File: src/rtl/pipe_stage_reg.sv
// Elastic pipeline stage register with a two-entry skid buffer and synchronous flush.
// Optional backpressure counter on stall_cnt is compiled only when PIPE_STAGE_PERF_EN is defined.
module pipe_stage_reg #(
    parameter int DATA_W   = 8,
    parameter int NUM_DATA = 3,
    parameter int CTRL_W   = 7,
    parameter int RD_W     = 3
) (
    input  logic                       clk,
    input  logic                       reset_n,
    input  logic                       flush,
    input  logic                       in_valid,
    output logic                       in_ready,
    input  logic [NUM_DATA*DATA_W-1:0] in_data,
    input  logic [CTRL_W-1:0]          in_ctrl,
    input  logic [RD_W-1:0]            in_rd,
    output logic                       out_valid,
    input  logic                       out_ready,
    output logic [NUM_DATA*DATA_W-1:0] out_data,
    output logic [CTRL_W-1:0]          out_ctrl,
    output logic [RD_W-1:0]            out_rd
`ifdef PIPE_STAGE_PERF_EN
    ,
    output logic [15:0]                stall_cnt
`endif
);

    typedef enum logic [1:0] {
        ST_EMPTY = 2'd0,
        ST_ONE   = 2'd1,
        ST_FULL  = 2'd2
    } state_t;

    state_t state_reg, state_next;

    logic in_ready_reg;
    logic m_valid;
    logic up_xfer;
    logic dn_xfer;
    logic load_m_in;
    logic load_m_skid;
    logic load_s;

    logic [DATA_W-1:0] m_word_reg [NUM_DATA];
    logic [DATA_W-1:0] s_word_reg [NUM_DATA];
    logic [CTRL_W-1:0] m_ctrl_reg, s_ctrl_reg;
    logic [RD_W-1:0]   m_rd_reg,   s_rd_reg;

    assign m_valid   = (state_reg != ST_EMPTY);
    assign out_valid = m_valid;
    assign in_ready  = in_ready_reg;
    assign up_xfer   = in_valid && in_ready_reg;
    assign dn_xfer   = m_valid && out_ready;

    always_ff @(posedge clk or negedge reset_n) begin
        if (!reset_n) begin
            state_reg    <= ST_EMPTY;
            in_ready_reg <= 1'b1;
        end else begin
            state_reg    <= state_next;
            in_ready_reg <= (state_next != ST_FULL);
        end
    end

    // Flush overrides every transfer; in FULL in_ready is 0 so up_xfer cannot fire.
    always_comb begin
        state_next  = state_reg;
        load_m_in   = 1'b0;
        load_m_skid = 1'b0;
        load_s      = 1'b0;
        if (flush) begin
            state_next = ST_EMPTY;
        end else begin
            case (state_reg)
                ST_EMPTY: begin
                    if (up_xfer) begin
                        load_m_in  = 1'b1;
                        state_next = ST_ONE;
                    end
                end
                ST_ONE: begin
                    if (dn_xfer && up_xfer) begin
                        load_m_in = 1'b1;
                    end else if (dn_xfer) begin
                        state_next = ST_EMPTY;
                    end else if (up_xfer) begin
                        load_s     = 1'b1;
                        state_next = ST_FULL;
                    end
                end
                ST_FULL: begin
                    if (dn_xfer) begin
                        load_m_skid = 1'b1;
                        state_next  = ST_ONE;
                    end
                end
                default: state_next = ST_EMPTY;
            endcase
        end
    end

    genvar gi;
    generate
        for (gi = 0; gi < NUM_DATA; gi++) begin : g_word
            always_ff @(posedge clk or negedge reset_n) begin
                if (!reset_n) begin
                    m_word_reg[gi] <= '0;
                    s_word_reg[gi] <= '0;
                end else begin
                    if (load_m_in) begin
                        m_word_reg[gi] <= in_data[gi*DATA_W +: DATA_W];
                    end else if (load_m_skid) begin
                        m_word_reg[gi] <= s_word_reg[gi];
                    end
                    if (load_s) begin
                        s_word_reg[gi] <= in_data[gi*DATA_W +: DATA_W];
                    end
                end
            end
            assign out_data[gi*DATA_W +: DATA_W] = m_word_reg[gi];
        end
    endgenerate

    always_ff @(posedge clk or negedge reset_n) begin
        if (!reset_n) begin
            m_ctrl_reg <= '0;
            m_rd_reg   <= '0;
            s_ctrl_reg <= '0;
            s_rd_reg   <= '0;
        end else begin
            if (load_m_in) begin
                m_ctrl_reg <= in_ctrl;
                m_rd_reg   <= in_rd;
            end else if (load_m_skid) begin
                m_ctrl_reg <= s_ctrl_reg;
                m_rd_reg   <= s_rd_reg;
            end
            if (load_s) begin
                s_ctrl_reg <= in_ctrl;
                s_rd_reg   <= in_rd;
            end
        end
    end

    // A bubble must carry no write enables downstream.
    assign out_ctrl = m_valid ? m_ctrl_reg : '0;
    assign out_rd   = m_rd_reg;

`ifdef PIPE_STAGE_PERF_EN
    logic [15:0] stall_cnt_reg;

    always_ff @(posedge clk or negedge reset_n) begin
        if (!reset_n) begin
            stall_cnt_reg <= '0;
        end else if (m_valid && !out_ready && (stall_cnt_reg != 16'hFFFF)) begin
            stall_cnt_reg <= stall_cnt_reg + 16'd1;
        end
    end

    assign stall_cnt = stall_cnt_reg;
`endif

endmodule

File: config.mk
export PLATFORM = sky130hd
export DESIGN_NAME = pipe_stage_reg
export DESIGN_NICKNAME = d
export VERILOG_FILES = /design/src/rtl/pipe_stage_reg.sv
export SDC_FILE = /design/constraint.sdc
export NUM_CORES = 1
export LEC_CHECK = 0
export BUFFER_PORTS_ARGS = -buffer_cell sky130_fd_sc_hd__buf_2
export CORE_ASPECT_RATIO = 1.5
export CORE_MARGIN = 2
export CORE_UTILIZATION = 53
export CTS_CLUSTER_DIAMETER = 50
export DETAILED_ROUTE_END_ITERATION = 10
export PLACE_DENSITY = 0.79
export SYNTH_ARGS = -nofsm -noshare
export SYNTH_HDL_FRONTEND = slang
export SYNTH_SLANG_ARGS = --single-unit
export TNS_END_PERCENT = 1
File: constraint.sdc
create_clock -name clk -period 2 [get_ports clk]
set_input_delay 0.1 -clock clk [delete_from_list [all_inputs] [get_ports clk]]
set_output_delay 0.1 -clock clk [all_outputs]
set_load 0.02 [all_outputs]
-- Word level (Yosys, flattened, before mapping)
Index checks and enable logic that the tools add are counted.
- bitwise logic cells: 0
- equality and inequality tests: 3
- shifts and indexed selects: 0
- multiplexer cells: 29
- reductions and logical operators: 6
- multiply operators: 0
- $add $sub $neg: 0
- order comparisons: 0
- divide/modulo/power cells: 0
- operator list (cell ; number):
    8-bit 2-to-1 mux ; 6
    7-bit 2-to-1 mux ; 3
    2-bit 2-to-1 mux ; 6
    1-bit 2-to-1 mux ; 10
    3-bit 2-to-1 mux ; 2
    2-bit one-hot mux with 3 select lines ; 1
    2-bit nonzero test ; 2
    1-bit logical AND ; 3
    2-bit by 1-bit equality test with 1-bit output, second input constant ; 1
    2-bit equality test, second input constant ; 1
    2-bit logical NOT ; 1
    2-bit != test, second input constant ; 1
    1-bit one-hot mux with 2 select lines ; 1
- logic and storage cells: 50
- bits in read-only memories: 0
- memories: 0
- register bits after elaboration: 71
- input port bits: 39
- output and inout bits: 36
- latch bits: 0
- memory bits (writable): 0

-- Longest topological paths before layout
Gate-level depths: netlist of run 1.
- word-level depth: 7
- mapped depth: 6
- mapped depth without buffers: 4

-- Worst setup path after synthesis of run 1
Ideal clock, no wire load.
- path type: register to register
- from: reg in_ready_reg (netlist: in_ready)
- to: reg s_ctrl_reg[0]
- buffers on the path: 2
- clock period less this slack: 1606 ps
- stages on the path, launching flop included: 6
- data required time: 1875 ps
- path slack: 394 ps
- data arrival time: 1481 ps
- setup time: 125 ps
- cells stage by stage: dfstp_2 > and4bb_1 > nand2b_1 > buf_4 > buf_6 > mux2_4
- longest elaborated chain between the ends: 6
- elaborated cells between the ends (all ways): 7
- those cells by class: 5 x mux; 2 x reduce/logical
- ends and longest elaborated chain (element ; line ; source):
    from (decl) ; 36 ; logic in_ready_reg;
    from (signal assigned) ; 61 ; in_ready_reg <= (state_next != ST_FULL);
    1-bit logical AND * ; 52 ; assign up_xfer = in_valid && in_ready_reg;
    1-bit 2-to-1 mux ; 86 ; end else if (up_xfer) begin
    1-bit 2-to-1 mux ; 84 ; end else if (dn_xfer) begin
    1-bit 2-to-1 mux * ; 82 ; if (dn_xfer && up_xfer) begin
    1-bit 2-to-1 mux * ; 74 ; case (state_reg)
    1-bit 2-to-1 mux * ; 71 ; if (flush) begin
    to (signal assigned) ; 139 ; s_ctrl_reg <= in_ctrl;
    to (decl) ; 46 ; logic [CTRL_W-1:0] m_ctrl_reg, s_ctrl_reg;
Every way passes the cells marked *; elsewhere a longest branch is shown, timed or not.
A chain may end at the register's enable or synchronous reset.

-- Worst setup path in the final report of run 1
- from: reg in_ready_reg (netlist: in_ready)
- to: reg m_word_reg, in the netlist out_data[6]
- longest elaborated chain between the ends: 6
- elaborated cells between the ends (all ways): 8
- those cells by class: 5 x mux; 3 x reduce/logical
- ends and longest elaborated chain (element ; line ; source):
    1-bit logical AND * ; 52 ;
    1-bit logical AND ; 82 ;
    1-bit 2-to-1 mux ; 82 ;
    1-bit one-hot mux with 2 select lines * ; 74 ;
    1-bit 2-to-1 mux * ; 71 ;
    8-bit 2-to-1 mux / 2-bit nonzero test (equally long branches) ; n/a ;
    to (signal, indexed assignment) ; 111 ; m_word_reg[gi] <= in_data[gi*DATA_W +: DATA_W];
    to (signal, indexed assignment) ; 113 ; m_word_reg[gi] <= s_word_reg[gi];
    to (decl) ; 44 ; logic [DATA_W-1:0] m_word_reg [NUM_DATA];
Marks and branches as above.

==> metrics.txt, run 1 <==
worst-skew pair later-pin latency 0.34 ns; layout cells sized above 1 40.2%; Yosys reg bits 71; Buffers on Ports 74; Syn Area/Cell 12.4 um^2; starting density of the core 55.5%; YS warnings 0; count leader, synth dfrtp_1; CP Capture Type register; DRT iter0 DRCs 110; minimum clock period 1.60 ns; # diodes 0; CP required 2.27 ns; Clock Skew 0.0101 ns; crit path DAT 1.87 ns; Yosys top cell area share 57.4%; status finished, final reports clean; headroom to the max-slew limit 71.6%; Commonest cells post-synth dfrtp_1 (70), nand2_1 (68), a22oi_1 (33), mux2_4 (29); Synth Flop Type dfrtp_1; H-tree depth 3; global placer's final weighted congestion 0.733; DIE AREA 0.00639 mm^2; power density over cell area 1030 mW/mm^2; CTS tree built; first-pass GRT wire length 10.9 mm; DR vias 2189; detailed-placement wirelength estimate 4.28 mm; Setup crit end out_data[6]; Max-Cap Viols 0; R2R depth 5; clock root buffer clkbuf_8; Fmax 627 MHz; Die Span X 65.9 um; Cell Area, Synth 0.00305 mm^2; initial antenna violation count 0; top cells by area, synth dfrtp_1 (57%), mux2_4 (14%), nand2_1 (8.4%), a22oi_1 (8.1%), buf_6 (2.2%); GRT Total Usage 22.0%; Max Buffers Root-to-Sink 2; antenna-violating nets left 0; Net Count, Synth 284; worst hold slack 0.0126 ns; Post-CTS Setup Bufs 0; grt ovf 0; area grow syn2layout 27.0%; critical path's largest stage delay 0.54 ns; Startpoint Class register; unique cell type count in the Yosys netlist 22; maximum vdd drop 0.569 mV; Post-synth ARST share 100%; R2R setup slack 0.40 ns; placed inst area 0.00352 mm^2; Least-Margin Pin Slew 0.426 ns; slowest cell on the critical path dfstp_2; Core ar. 0.00549 mm^2; DRC viols 0; TNS Setup 0 ns; number of global-route vias before repair 2325; clock-pin slew on the worst setup and hold paths 0.08 ns; RSZ-0062 raised after global routing false; Wirelength per Cell 15.7 um; max-slew violation count 0; Post-synth EDFFs 0; CTS buffer count 9; ratio of final minimum period to clock period 79.8%; sequential element share of the synthesized area 58.3%; R2R Path End out_data[6]; final wirelength 6.55 mm; final hold viol count 0; cell area after layout 0.00387 mm^2; Synth area leader dfrtp_1; Final setup violation count 0; total clock sinks 71; Die H 96.9 um; Setup crit start in_ready; cell count after synthesis 245; vias per cell 5.26; Cell Chain, Critical Path and4bb_1 > and2_1 > buf_4 > a22oi_1 > nand2_1; pin count of the biggest net entering global routing 55; leakage power 2.07 nW; post-layout net count 380; worst min path class in2reg; r2r startpoint in_ready; DRT Pass-1 Iters 4; crit-path max FO 25; Total Power 3.99 mW; # IOs 75; crit path kind reg2reg; FP Rows 33
[logic make-up after synthesis]
group	after synthesis	synth area share, %
AO/OA/AOI/OAI	37	9.11
XOR/XNOR	1	0.287
buffers and inverters	17	4.02
flip-flops	71	58.3
multiplexers	35	16.5
AND/OR/NAND/NOR	84	11.8
[metrics by stage]
| stage | setup slack (ns) | std cells | utilization, % |
|---|---|---|---|
| floorplan | 0.394 | 245 | - |
| global placement | 0.459 | 385 | 64.2 |
| detailed placement | 0.426 | 385 | 64.2 |
| CTS | 0.402 | 415 | 70.3 |
| global route | 0.305 | 416 | 70.5 |
| finish | 0.404 | 416 | 70.5 |
[worst min path at each step]
stage                          end  slack, ns         from  cells after the start
CTS                 s_word_reg[16]     0.0006   in_data[0]                      2
global placement    s_word_reg[11]       0.06      reset_n                      1
finish                out_data[23]       0.01  in_data[23]                      3
detailed placement  s_word_reg[11]       0.07      reset_n                      1
floorplan            m_ctrl_reg[0]      -0.20      reset_n                      0
global route         s_word_reg[1]      0.002  in_data[17]                      2
[where the power goes]
group	switching (mW)	total (mW)	internal, mW	leakage, nW
Combinational	0.423	0.901	0.479	1.09
Clock	0.541	1.12	0.577	0.0956
Sequential	0.195	1.97	1.78	0.878
[cells in the final DEF, fill, tap and decap left out, types with 2 or more instances in the layout]
cell type and n:
dlygate4sd3_1 15, buf_12 2, clkbuf_8 9, clkinvlp_4 2, a22oi_1 33, buf_2 74
mux2_4 29, nand2b_1 2, nor2_1 2, nor2b_1 8, mux2_2 5, nand2_1 68
dfrtp_1 70, inv_1 2, clkinv_2 2, buf_4 9
[repair_timing]
item	4_1_cts	5_1_grt
hold buffers	14	1
hold endpoints to repair	33	1
endpoints found under the setup margin	0	0
gates resized for setup	0	0
[layout make-up]
type	instances	area [um^2]
clock buffers	9	124
repair buffers	100	628
clock inverters	7	72.6
flip-flops and latches	71	1780
multi-input cells	157	1170
fillers	395	1620
well taps	70	87.6
inverters	2	7.51
[per-layer routing]
layer  vias up  track usage (%)  part of all wire [%]
met3        10             4.88                   4.4
li1       1028                -                     -
met4         0             8.16                   1.7
met1      1096             28.8                    42
met5         -                0                     0
met2        55             35.6                    52
[critical path, delay by kind of cell, from the launching register on]
family          cells  cell delay (ns)
buf+inv             1             0.30
compound gates      1             0.16
flops               1             0.54
simple gates        3             0.54
Power figures use the tool's default switching activity.
==> inputs of run 2 (changes only) <==
--- a/config.mk
+++ b/config.mk
@@ -5,6 +5,7 @@
 export SDC_FILE = /design/constraint.sdc
 export NUM_CORES = 1
 export LEC_CHECK = 0
+export ABC_AREA = 1
 export BUFFER_PORTS_ARGS = -buffer_cell sky130_fd_sc_hd__buf_2
 export CORE_ASPECT_RATIO = 1.5
 export CORE_MARGIN = 2
==> constraint.sdc (replaced) <==
create_clock -name clk -period 1.5 [get_ports clk]
set_input_delay 0.075 -clock clk [delete_from_list [all_inputs] [get_ports clk]]
set_output_delay 0.075 -clock clk [all_outputs]
set_load 0.02 [all_outputs]
==> run 2 against run 1 <==
Against the previous run:
- first-iteration DRC count rose to 3.0 times the previous value
- critical path depth up 1
- sequential power up 29%
- total power up 35%
- design area up 12%
- synthesized cell count up 53%
- area after synthesis up 5.9%
==> metrics.txt, run 2 <==
post-layout net count 529 (+39%); Max Buffers Root-to-Sink 2 (unchanged); pin count of the biggest net entering global routing 43 (-22%); sequential element share of the synthesized area 55.0% (-3.3 points); vias per cell 5.54 (+5.3%); DIE AREA 0.00675 mm^2 (+5.6%); fillers 414 (+4.8%); YS warnings 0 (unchanged); Setup crit start in_ready; Post-synth EDFFs 0 (unchanged); Fmax 705 MHz (+12%); cell count after synthesis 374 (+53%); Synth Flop Type dfrtp_1; number of global-route vias before repair 3137 (+35%); slowest cell on the critical path dfstp_2; Final setup violation count 0 (unchanged); initial antenna violation count 0 (unchanged); starting density of the core 55.4% (-0.094 points); GRT Total Usage 28.1% (+6.1 points); Net Count, Synth 413 (+45%); Die Span X 67.7 um (+2.8%); Cell Area, Synth 0.00323 mm^2 (+5.9%); RSZ-0062 raised after global routing false; unique cell type count in the Yosys netlist 18 (-18%); Synth area leader dfrtp_1; layout cells sized above 1 26.5% (-14 points); TNS Setup 0 ns (unchanged); minimum clock period 1.42 ns (-0.177 ns); DRC viols 0 (unchanged); antenna-violating nets left 0 (unchanged); clock root buffer clkbuf_8; top cells by area, synth dfrtp_1 (54%), nand3_1 (21%), inv_1 (5.3%), nand2_1 (4.9%), o21ai_0 (3.3%); FP Rows 34 (+3.0%); DRT Pass-1 Iters 5 (+1); global placer's final weighted congestion 0.764 (+4.2%); Buffers on Ports 74 (unchanged); most frequent cells in the layout nand3_1 (136), buf_2 (72), dfrtp_1 (69), inv_1 (45), nand2_1 (40); Max-Cap Viols 0 (unchanged); Yosys top cell area share 54.2% (-3.2 points); CTS buffer count 9 (unchanged); final wirelength 8.67 mm (+32%); maximum vdd drop 0.846 mV (+49%); Hold Startpoint in_data[5]; leakage power 2.27 nW (+10%); first-pass GRT wire length 14.1 mm (+29%); Yosys reg bits 71 (unchanged); Total Power 5.38 mW (+35%); clock-pin slew on the worst setup and hold paths 0.07 ns (about the same); Least-Margin Pin Slew 0.520 ns (+0.0938 ns); crit path DAT 1.64 ns (-0.23 ns); crit-path max FO 27 (+8.0%); total clock sinks 71 (unchanged); CTS tree built; Wirelength per Cell 15.3 um (-2.7%); worst min path class in2reg; Die H 99.6 um (+2.8%); Startpoint Class register; ratio of final minimum period to clock period 94.6% (+15 points); DRT iter0 DRCs 334 (+200%); CP Capture Type register; final hold viol count 0 (unchanged); H-tree depth 3 (unchanged); crit path buf inv count 1 (unchanged); detailed-placement wirelength estimate 5.45 mm (+27%); r2r startpoint in_ready; count leader, synth nand3_1; CP required 1.72 ns (-0.55 ns); crit path kind reg2reg; Commonest cells post-synth nand3_1 (136), dfrtp_1 (70), inv_1 (46), nand2_1 (42), o21ai_0 (21); commonest non-fill, non-tap cell in the layout nand3_1; critical path's largest stage delay 0.54 ns (about the same); Core ar. 0.00583 mm^2 (+6.1%); headroom to the max-slew limit 65.3% (-6.3 points); area grow syn2layout 34.3%; Cell Chain, Critical Path nand2_2 > nor2_4 > nand4_4 > buf_6 > nand2_1 > o21ai_1; worst-skew pair later-pin latency 0.35 ns (about the same); DR vias 3136 (+43%); max-slew violation count 0 (unchanged); Syn Area/Cell 8.64 um^2 (-31%); # IOs 75 (unchanged); cell class contributing the biggest share of worst-path delay flip-flops; grt ovf 0 (unchanged); Clock Skew 0.0134 ns (+0.00327 ns); status finished, final reports clean; Post-synth ARST share 100% (unchanged); # diodes 0 (unchanged); power density over cell area 1240 mW/mm^2 (+20%)
run 2: cell families after synthesis:
family | count (synthesis) | share of synthesized area, %
AOI/OAI and AO/OA | 38 | 6.70
buffers and inverters | 74 | 9.41
DFF | 71 | 55.0
and+or+nand+nor | 191 | 28.9
run 2: per-layer routing:
metal / share of wire [%] / global-route usage [%]
met3: 6.1 / 8.03
met4: 3.7 / 14.4
met2: 52 / 45.4
met5: 0 / 0
met1: 38 / 33.4
run 2: layout make-up:
| type | count | area (um^2) | area share [%] |
|---|---|---|---|
| sequential | 71 | 1780 | 41.0 |
| multi-input combinational | 229 | 1150 | 26.6 |
| timing repair buffer | 130 | 920 | 21.2 |
| inverter | 49 | 186 | 4.30 |
| clock buffer | 9 | 124 | 2.85 |
| tap | 72 | 90.1 | 2.08 |
| clock inverter | 6 | 86.3 | 1.99 |
run 2: through the flow:
| stage | util (%) | worst slack [ns] | instances | area (um^2) | hold WS (ns) |
|---|---|---|---|---|---|
| final | 74.5 | 0.0810 | 566 | 4340 | 0.0123 |
| after global placement | 64.6 | 0.121 | 515 | 3760 | 0.0798 |
| after CTS | 73.7 | 0.00109 | 562 | 4300 | 0.00106 |
| after detailed placement | 64.6 | 0.0657 | 515 | 3760 | 0.0836 |
| after floorplan | - | -0.0239 | 374 | 3230 | -0.221 |
| after global routing | 74.5 | 0.0153 | 566 | 4340 | 0.000759 |
run 2: final timing paths:
path	endpoint	slack (ns)	cells after the start
setup / recovery	s_word_reg[5]	0.08	6
hold / removal	s_word_reg[21]	0.01	3
setup reg to reg	s_word_reg[5]	0.08	6
hold reg to reg	s_word_reg[9]	0.49	2
max in group asynchronous	out_data[5]	0.71	3
min in group asynchronous	s_word_reg[1]	0.25	2
run 2: power breakdown:
group | leakage [nW] | switching [mW] | internal, mW
sequential | 0.889 | 0.228 | 2.32
combinational | 1.28 | 0.713 | 0.484
clock | 0.105 | 0.712 | 0.923
total | 2.27 | 1.65 | 3.73
run 2: worst min-delay path, stage by stage:
cell and delay (ns):
buf_2 0.11, inv_1 0.05, o21ai_0 0.08
run 2: repair_timing:
| item | in CTS | in global routing |
|---|---|---|
| hold endpoints to repair | 85 | 1 |
| pin swaps | 0 | 0 |
| gates resized for setup | 2 | 4 |
| endpoints found under the setup margin | 7 | 13 |
| gates cloned | 0 | 0 |
| hold buffers | 32 | 1 |
| setup buffers | 0 | 3 |
